==> src/rtl/axi_wr_responder.sv <==
// AXI write-channel responder: accepts one AW burst at a time, streams W beats
// into a simple memory write port, and pulses wr_done once per completed burst.
module axi_wr_responder #(
    parameter int unsigned AXI_DATA_WIDTH = 128,
    parameter int unsigned AXI_ADDR_WIDTH = 32
) (
    input  logic                      clk,
    input  logic                      reset,
    input  logic                      axi_aw_req_en,
    input  logic [7:0]                axi_aw_burst_len,
    input  logic [AXI_ADDR_WIDTH-1:0] axi_aw_addr,
    output logic                      axi_aw_ready,
    input  logic [AXI_DATA_WIDTH-1:0] axi_w_data,
    input  logic                      axi_w_valid,
    input  logic                      axi_w_last,
    output logic                      axi_w_ready,
    input  logic                      w_stall,
    output logic                      mem_wr_en,
    output logic [AXI_ADDR_WIDTH-1:0] mem_wr_addr,
    output logic [AXI_DATA_WIDTH-1:0] mem_wr_data,
    output logic                      wr_done,
    output logic [15:0]               burst_cnt,
    output logic                      last_err,
    output logic                      addr_err
);

    localparam int unsigned BYTES = AXI_DATA_WIDTH / 8;
    localparam int unsigned LSB   = $clog2(BYTES);

    typedef enum logic [1:0] {IDLE, DATA, RESP} state_t;

    state_t                    state;
    logic [7:0]                len;
    logic [7:0]                beat_cnt;
    logic [AXI_ADDR_WIDTH-1:0] addr;
    logic                      w_hs;
    logic                      final_beat;

    assign axi_w_ready = (state == DATA) && !w_stall;
    assign w_hs        = axi_w_ready && axi_w_valid;
    assign final_beat  = (beat_cnt == len);

    always_ff @(posedge clk or negedge reset) begin
        if (!reset) begin
            state        <= IDLE;
            axi_aw_ready <= 1'b0;
            len          <= '0;
            beat_cnt     <= '0;
            addr         <= '0;
            mem_wr_en    <= 1'b0;
            mem_wr_addr  <= '0;
            mem_wr_data  <= '0;
            wr_done      <= 1'b0;
            burst_cnt    <= '0;
            last_err     <= 1'b0;
            addr_err     <= 1'b0;
        end else begin
            mem_wr_en <= 1'b0;
            wr_done   <= 1'b0;
            unique case (state)
                IDLE: begin
                    if (axi_aw_req_en && axi_aw_ready) begin
                        state        <= DATA;
                        axi_aw_ready <= 1'b0;
                        len          <= axi_aw_burst_len;
                        addr         <= axi_aw_addr;
                        beat_cnt     <= '0;
                        if (axi_aw_addr[LSB-1:0] != '0) addr_err <= 1'b1;
                    end else begin
                        axi_aw_ready <= 1'b1;
                    end
                end
                DATA: begin
                    if (w_hs) begin
                        mem_wr_en   <= 1'b1;
                        mem_wr_addr <= addr;
                        mem_wr_data <= axi_w_data;
                        addr        <= addr + AXI_ADDR_WIDTH'(BYTES);
                        beat_cnt    <= beat_cnt + 8'd1;
                        if (axi_w_last != final_beat) last_err <= 1'b1;
                        // Termination follows the beat counter; axi_w_last is only audited.
                        if (final_beat) begin
                            state     <= RESP;
                            wr_done   <= 1'b1;
                            burst_cnt <= burst_cnt + 16'd1;
                        end
                    end
                end
                RESP: begin
                    state        <= IDLE;
                    axi_aw_ready <= 1'b1;
                end
                default: state <= IDLE;
            endcase
        end
    end

endmodule

==> config.mk <==
export PLATFORM = sky130hd
export DESIGN_NAME = axi_wr_responder
export DESIGN_NICKNAME = d
export VERILOG_FILES = /design/src/rtl/axi_wr_responder.sv
export SDC_FILE = /design/constraint.sdc
export NUM_CORES = 1
export LEC_CHECK = 0
export ABC_CLOCK_PERIOD_IN_PS = 5250
export CAP_MARGIN = 10
export CORE_ASPECT_RATIO = 1.5
export CORE_MARGIN = 3
export CORE_UTILIZATION = 40
export CTS_BUF_LIST = sky130_fd_sc_hd__clkbuf_2 sky130_fd_sc_hd__clkbuf_4 sky130_fd_sc_hd__clkbuf_8
export DETAILED_ROUTE_END_ITERATION = 7
export GPL_TIMING_DRIVEN = 0
export PLACE_DENSITY = 0.73
export SLEW_MARGIN = 20
export SYNTH_ARGS = -nofsm -noshare
export SYNTH_HDL_FRONTEND = slang
export SYNTH_SLANG_ARGS = --single-unit
export TNS_END_PERCENT = 20
==> constraint.sdc <==
create_clock -name clk -period 5.25 [get_ports clk]
set_clock_uncertainty 0.15 [all_clocks]
set_input_delay 0.525 -clock clk [delete_from_list [all_inputs] [get_ports clk]]
set_output_delay 0.525 -clock clk [all_outputs]
set_load 0.05 [all_outputs]
==> results of run 1 <==
==> layer usage <==
| metal | vias to the layer above | wire [um] | track usage, % | part of all wire, % |
|---|---|---|---|---|
| met4 | 2 | 1360 | 10.7 | 4.4 |
| li1 | 4356 | - | - | - |
| met2 | 350 | 16200 | 40.9 | 52 |
| met1 | 4343 | 11700 | 26.6 | 37 |
| met3 | 79 | 1950 | 5.69 | 6.3 |
| met5 | - | 13 | 0 | 0.042 |
==> stage by stage <==
stage | setup slack, ns | TNS (ns) | utilization [%] | instances | hold WS, ns
6_report | 1.71 | 0 | 61.1 | 1836 | 0.318
5_1_grt | 1.65 | 0 | 61.1 | 1836 | 0.324
3_5_place_dp | 2.11 | 0 | 57.6 | 1768 | 0.309
4_1_cts | 1.68 | 0 | 61.1 | 1836 | 0.315
2_1_floorplan | 3.05 | 0 | - | 1092 | 0.0794
3_3_place_gp | -6.44 | -1483.33 | 57.4 | 1766 | 0.297
==> registers in the layout, summed over array words and instances, names as in the netlist <==
register,flops
mem_wr_data,128
addr,32
mem_wr_addr,32
burst_cnt,16
beat_cnt,8
len,8
state,2
addr_err,1
axi_aw_ready,1
last_err,1
mem_wr_en,1
wr_done,1
==> cell families (layout without fill, tap and decap cells) <==
group / count (synthesis) / in the layout
adder cells (fa/ha/maj): 3 / 3
multiplexers: 3 / 3
AO/OA/AOI/OAI: 81 / 81
buffers and inverters: 70 / 495
flip-flops: 231 / 231
XOR/XNOR: 29 / 29
AND/OR/NAND/NOR: 675 / 675
==> synth_stat cells, types with 2 or more instances <==
cell / instances
clkbuf_1: 54
a31oi_1: 5
nand4bb_1: 2
nand2_1: 539
nand2b_1: 3
ha_1: 3
and3_1: 14
nor2_1: 25
a21oi_1: 20
nand3_1: 17
dfrtp_1: 231
nand4_1: 15
a211oi_1: 8
or4_1: 7
and4_1: 4
xnor2_1: 12
nor4_1: 20
o22ai_1: 7
inv_1: 5
o211ai_1: 2
o21ai_0: 15
xor2_1: 17
o21bai_1: 2
or3_1: 5
and2_1: 2
nor3_1: 17
a311oi_1: 7
buf_1: 9
o31ai_1: 3
mux2i_1: 2
==> power breakdown <==
| part | internal [mW] | total [mW] | switching, mW |
|---|---|---|---|
| Sequential | 2.38 | 2.79 | 0.410 |
| Clock | 0.992 | 1.72 | 0.723 |
| Combinational | 1.30 | 4.04 | 2.74 |
| Total | 4.67 | 8.55 | 3.87 |
==> what timing repair did <==
action                                 in CTS  in global routing
gates resized for setup                     0                  0
endpoints found under the hold margin      55                  0
hold buffers                                1                  0
==> final timing paths <==
check / cells past startpoint / to / slack [ns]
hold / removal: 1 / burst_cnt[15]$_DFFE_PN0P_ / 0.32
hold reg to reg: 1 / burst_cnt[15]$_DFFE_PN0P_ / 0.32
max in group asynchronous: 3 / burst_cnt[15]$_DFFE_PN0P_ / 3.71
setup / recovery: 5 / axi_w_ready / 1.71
min in group asynchronous: 2 / mem_wr_data[30]$_DFFE_PN0P_ / 0.36
setup reg to reg: 6 / mem_wr_data[90]$_DFFE_PN0P_ / 2.68
==> cell type report <==
| type | count | area, sq um |
|---|---|---|
| Sequential cell | 231 | 5780 |
| Inverter | 6 | 22.5 |
| Clock buffer | 59 | 737 |
| Tap cell | 319 | 399 |
| Timing Repair Buffer | 358 | 3620 |
| Buffer | 64 | 241 |
| Multi-Input combinational cell | 791 | 3670 |
| Fill cell | 2131 | 9260 |
| Clock inverter | 8 | 90.1 |
==> summary.txt, run 1 <==
Clocking
  – Worst-path clk slew: 0.06 ns
  – TritonCTS clock tree: built
  – CTS root buffer: clkbuf_8
  – Num CTS Buffers: 39
  – Sink Count: 231
  – CTS H-tree lvls: 2
  – Max clock buf depth: 3
  – Post-CTS Setup Repair Bufs: 0
  – Worst-skew pair later-pin latency: 0.53 ns

Critical path
  – Biggest cell delay along the critical path: 0.74 ns
  – Worst Path Required: 4.58 ns
  – Critical path, cell by cell: nand2b_1 -> clkbuf_1 -> clkbuf_1 -> nor2_1 -> clkdlybuf4s50_1
  – Nature of the critical path endpoint: output pin
  – Crit path buf inv count: 3
  – CP startpoint kind: flip-flop
  – Slowest CP cell: clkdlybuf4s50_1
  – Crit Path Class: reg2out
  – Peak fanout along the critical path: 10
  – CP dominant cell by count: clkbuf_1
  – Crit. Startpoint: state[1]$_DFFE_PN0P_
  – Reg2Reg Launch Point: state[0]$_DFFE_PN0P_
  – WP data arrival: 2.87 ns
  – Delay-heaviest family, CP: buffers and inverters

Timing
  – Slew margin rel.: 39.3%
  – Endpoints failing hold: 0
  – Max Clock Freq: 282 MHz
  – Final worst path period share: 67.4%
  – Worst Max-Slew Pin Slew: 0.904 ns
  – Final worst path period need: 3.54 ns
  – Final setup viols: 0
  – Slew Viols, Final: 0
  – RSZ-0062 raised after global routing: false

Logic synthesis
  – Syn_nets: 1,269
  – Adder-cell share of the synthesized area: 0.386%
  – Syn avg cell area: 8.90 sq um
  – Post-synthesis mux area share: 0.322%
  – Synth Area in Compound Gates: 5.43%
  – Synth Area in Simple Gates: 29.0%
  – Largest family of logic cells by synthesized area: simple AND/OR/NAND/NOR gates
  – Synth warnings: 0
  – Synth cell types: 50
  – Synth top area share: 59.5%
  – FFs w/ async S/R, synth: 100%
  – Xor and xnor fraction of the mapped netlist area: 2.61%
  – EDFF count, synth: 0
  – Main synth FF type: dfrtp_1
  – Top cells by area, synth: dfrtp_1 59%, nand2_1 21%, clkbuf_1 2.1%, xor2_1 1.5%, nor4_1 1.3%
  – Synth area leader: dfrtp_1
  – Cells after Synth: 1,092
  – Seq/Total Area, Yosys: 59.5%
  – Post-synthesis sequential element count: 231
  – Synthesized area: 9720 sq um

Die
  – Core area: 23,800 sq um
  – Die Height: 197 um
  – Ports: 356
  – DIE AREA: 26,200 sq um
  – Effective utilization at floorplan: 40.8%
  – Die X: 133 um
  – # rows: 69

Route
  – Total number of vias: 9,130
  – Drc violations: 0
  – Drt wl/cell: 17.0 um
  – Via/cell ratio: 4.97
  – Post-DRT Antenna Nets: 0
  – Initial detailed-routing violation count: 574
  – Routed wire length: 31,100 um
  – 1st-pass router iterations: 5

Power and ir drop
  – Tot Pwr: 8.55 mW
  – Max rail drop VDD: 0.372 mV
  – Power Density: 587 nW/um^2
  – Leakage: 6.87 nW

Placement
  – Placed inst area: 13,700 sq um
  – GPL Wtd Cong: 0.912
  – Port-buffer cells: 355
  – Post-DP HPWL: 23,200 um

Global route
  – Gr ovfl total: 0
  – GR Util All Layers: 23.2%
  – Largest net degree at the start of global routing: 97
  – Global-route wire length before repair: 48,900 um
  – Initial antenna violation count: 1
  – Vias in the first global route: 9,169

Flow run
  – Max-cap violations: 0

Finish
  – Commonest cells after routing, fill and taps aside: 539 x nand2_1, 354 x clkdlybuf4s50_1, 231 x dfrtp_1
  – Leading cell type in the layout, fill and taps excluded: nand2_1
  – Final net count: 1,668
  – Final Cell Area: 14,600 sq um
  – Ant diodes: 0
  – Area Growth Syn to Fin: 49.9%
  – Share of cells above drive strength 1: 5.01%

Worst hold path
  – Min-Delay Startpoint: burst_cnt[15]$_DFFE_PN0P_
  – Hold Path Class: reg2reg

Outcome
  – Outcome: finished clean
Note: power is estimated with default switching activity, not from simulation.
==> inputs of run 2 (changes only) <==
- ABC_CLOCK_PERIOD_IN_PS: 5250 -> 3400
- clock period: 5.25 -> 3.4 ns (I/O delays scaled with it)
==> run 2 against run 1 <==
Effect of this change: clock power grew 54%; critical endpoint unchanged; sequential power grew 54%; routed wire length grew 0.12%.
==> summary.txt, run 2 (same netlist as run 1, synthesis figures left out) <==
Critical path
  – Reg2Reg Capture Point: mem_wr_data[48]$_DFFE_PN0P_
  – FF-to-FF path depth: 6 (unchanged)
  – WP data arrival: 2.76 ns (-0.11 ns)
  – WP depth: 5 (unchanged)
  – Delay-heaviest family, CP: buffers and inverters
  – Slowest CP cell: clkdlybuf4s50_1
  – Crit Path Class: reg2out
  – CP startpoint kind: flip-flop
  – Crit path buf inv count: 3 (unchanged)
  – R2R setup slack: 0.85 ns (-1.83 ns)
  – Worst Path Required: 2.91 ns (-1.67 ns)
  – Nature of the critical path endpoint: output pin
  – Peak fanout along the critical path: 10 (unchanged)
  – Reg2Reg Launch Point: state[0]$_DFFE_PN0P_
  – Biggest cell delay along the critical path: 0.84 ns (+0.10 ns)
  – Critical path, cell by cell: nand2b_1 -> clkbuf_1 -> clkbuf_2 -> nor2_1 -> clkdlybuf4s50_1

Finish
  – Leading cell type in the layout, fill and taps excluded: nand2_1
  – Post-layout util: 61.1% (about the same)
  – Biggest register: mem_wr_data
  – Commonest cells after routing, fill and taps aside: 539 x nand2_1, 354 x clkdlybuf4s50_1, 231 x dfrtp_1
  – Share of cells above drive strength 1: 5.08% (+0.066 points)
  – Largest regs: mem_wr_data (128), addr (32), mem_wr_addr (32)
  – Final net count: 1,668 (unchanged)
  – Final Cell Area: 14,600 sq um (about the same)
  – Largest register FFs: 128 (unchanged)
  – Ant diodes: 0 (unchanged)
  – Area Growth Syn to Fin: 49.9% (about the same)

Clocking
  – TritonCTS clock tree: built
  – Max clock buf depth: 3 (unchanged)
  – Worst-path clk slew: 0.07 ns (about the same)
  – Sink Count: 231 (unchanged)
  – Post-CTS Setup Repair Bufs: 0 (unchanged)
  – Num CTS Buffers: 39 (unchanged)
  – CTS H-tree lvls: 2 (unchanged)
  – Worst-skew pair later-pin latency: 0.53 ns (about the same)
  – CTS root buffer: clkbuf_8

Power and ir drop
  – Leakage: 6.87 nW (about the same)
  – Power Density: 906 nW/um^2 (+54%)
  – Max rail drop VDD: 0.576 mV (+55%)
  – Tot Pwr: 13.2 mW (+54%)

Timing
  – Max Clock Freq: 308 MHz
  – Slew Viols, Final: 0 (unchanged)
  – RSZ-0062 raised after global routing: false
  – Final worst path period need: 3.25 ns
  – Slew margin rel.: 40.6% (+1.3 points)
  – Final worst path period share: 95.6%
  – Worst Max-Slew Pin Slew: 0.884 ns (-0.0197 ns)
  – Final setup viols: 0 (unchanged)
  – Endpoints failing hold: 0 (unchanged)

Die
  – Die Height: 197 um (unchanged)
  – Effective utilization at floorplan: 40.8% (unchanged)
  – # rows: 69 (unchanged)
  – Die X: 133 um (unchanged)
  – DIE AREA: 26,200 sq um (unchanged)
  – Ports: 356 (unchanged)
  – Core area: 23,800 sq um (unchanged)

Outcome
  – Outcome: finished clean

Worst hold path
  – Worst Hold End: mem_wr_data[22]$_DFFE_PN0P_
  – Hold Path Class: in2reg
  – Hold Path Depth: 3 (+2)
  – Min-Delay Startpoint: axi_w_data[22]

Global route
  – Gr ovfl total: 0 (unchanged)
  – Vias in the first global route: 9,169 (unchanged)
  – Global-route wire length before repair: 48,900 um (unchanged)
  – Initial antenna violation count: 1 (unchanged)
  – Largest net degree at the start of global routing: 97 (unchanged)
  – GR Util All Layers: 23.2% (unchanged)

Route
  – Routed wire length: 31,200 um (+0.12%)
  – 1st-pass router iterations: 5 (unchanged)
  – Drc violations: 0 (unchanged)
  – Via/cell ratio: 4.99 (+0.26%)
  – Drt wl/cell: 17.0 um (+0.12%)
  – Total number of vias: 9,154 (+0.26%)
  – Post-DRT Antenna Nets: 0 (unchanged)
  – Initial detailed-routing violation count: 516 (-10%)

Placement
  – Port-buffer cells: 355 (unchanged)
  – Placed inst area: 13,700 sq um (unchanged)
  – GPL Wtd Cong: 0.912 (unchanged)
  – Post-DP HPWL: 23,200 um (unchanged)

Flow run
  – Max-cap violations: 0 (unchanged)
[run 2: how the worst max path moves through the flow]
stage	start	endpoint
finish	state[1]$_DFFE_PN0P_	axi_w_ready
global placement	reset	burst_cnt[14]$_DFFE_PN0P_
CTS	state[1]$_DFFE_PN0P_	axi_w_ready
floorplan	addr[4]$_DFFE_PN0P_	addr[30]$_DFFE_PN0P_
detailed placement	w_stall	mem_wr_data[82]$_DFFE_PN0P_
global route	state[1]$_DFFE_PN0P_	axi_w_ready
[run 2: final cells by class]
type                    instances  area, sq um
repair buffers                358         3620
well taps                     319          399
clock buffers                  59          737
inverters                       6         22.5
fillers                      2132         9260
multi-input cells             791         3670
clock inverters                 8         90.1
flip-flops and latches        231         5780
plain buffers                  64          243
[run 2: power by group]
group	internal, mW	switching (mW)	leakage [nW]
Clock	1.53	1.12	0.445
Combinational	2.01	4.24	3.54
Sequential	3.68	0.635	2.89
[run 2: per-stage QoR]
| stage | setup WS (ns) | TNS (ns) | cells | hold WS (ns) |
|---|---|---|---|---|
| 2_1_floorplan | 1.28 | 0 | 1092 | -0.106 |
| 3_3_place_gp | -8.10 | -1867.95 | 1766 | 0.297 |
| 3_5_place_dp | 0.445 | 0 | 1768 | 0.148 |
| 4_1_cts | 0.0163 | 0 | 1836 | 0.130 |
| 5_1_grt | 0.137 | 0 | 1836 | 0.146 |
| 6_report | 0.151 | 0 | 1836 | 0.175 |
[run 2: per-layer routing]
layer | vias to the layer above | routed length, um | track usage [%]
li1 | 4360 | - | -
met1 | 4361 | 11600 | 26.6
met3 | 75 | 2040 | 5.69
met5 | - | 13 | 0
met4 | 2 | 1300 | 10.7
met2 | 356 | 16200 | 40.9
[run 2: repair_timing]
action,CTS,global route
endpoints found under the setup margin,0,1
hold endpoints to repair,58,0
resized for setup,0,2
hold buffers,1,0
[run 2: tightest hold or removal path: cells and delay by family]
kind / cells / cell delay (ns)
buf+inv: 1 / 0.39
simple gates: 2 / 0.09
==> inputs of run 3 (changes only) <==
- CAP_MARGIN: 10 -> 20
==> results of run 3 <==
Same layout as run 2: the final DEF is identical, and so are final timing and power.
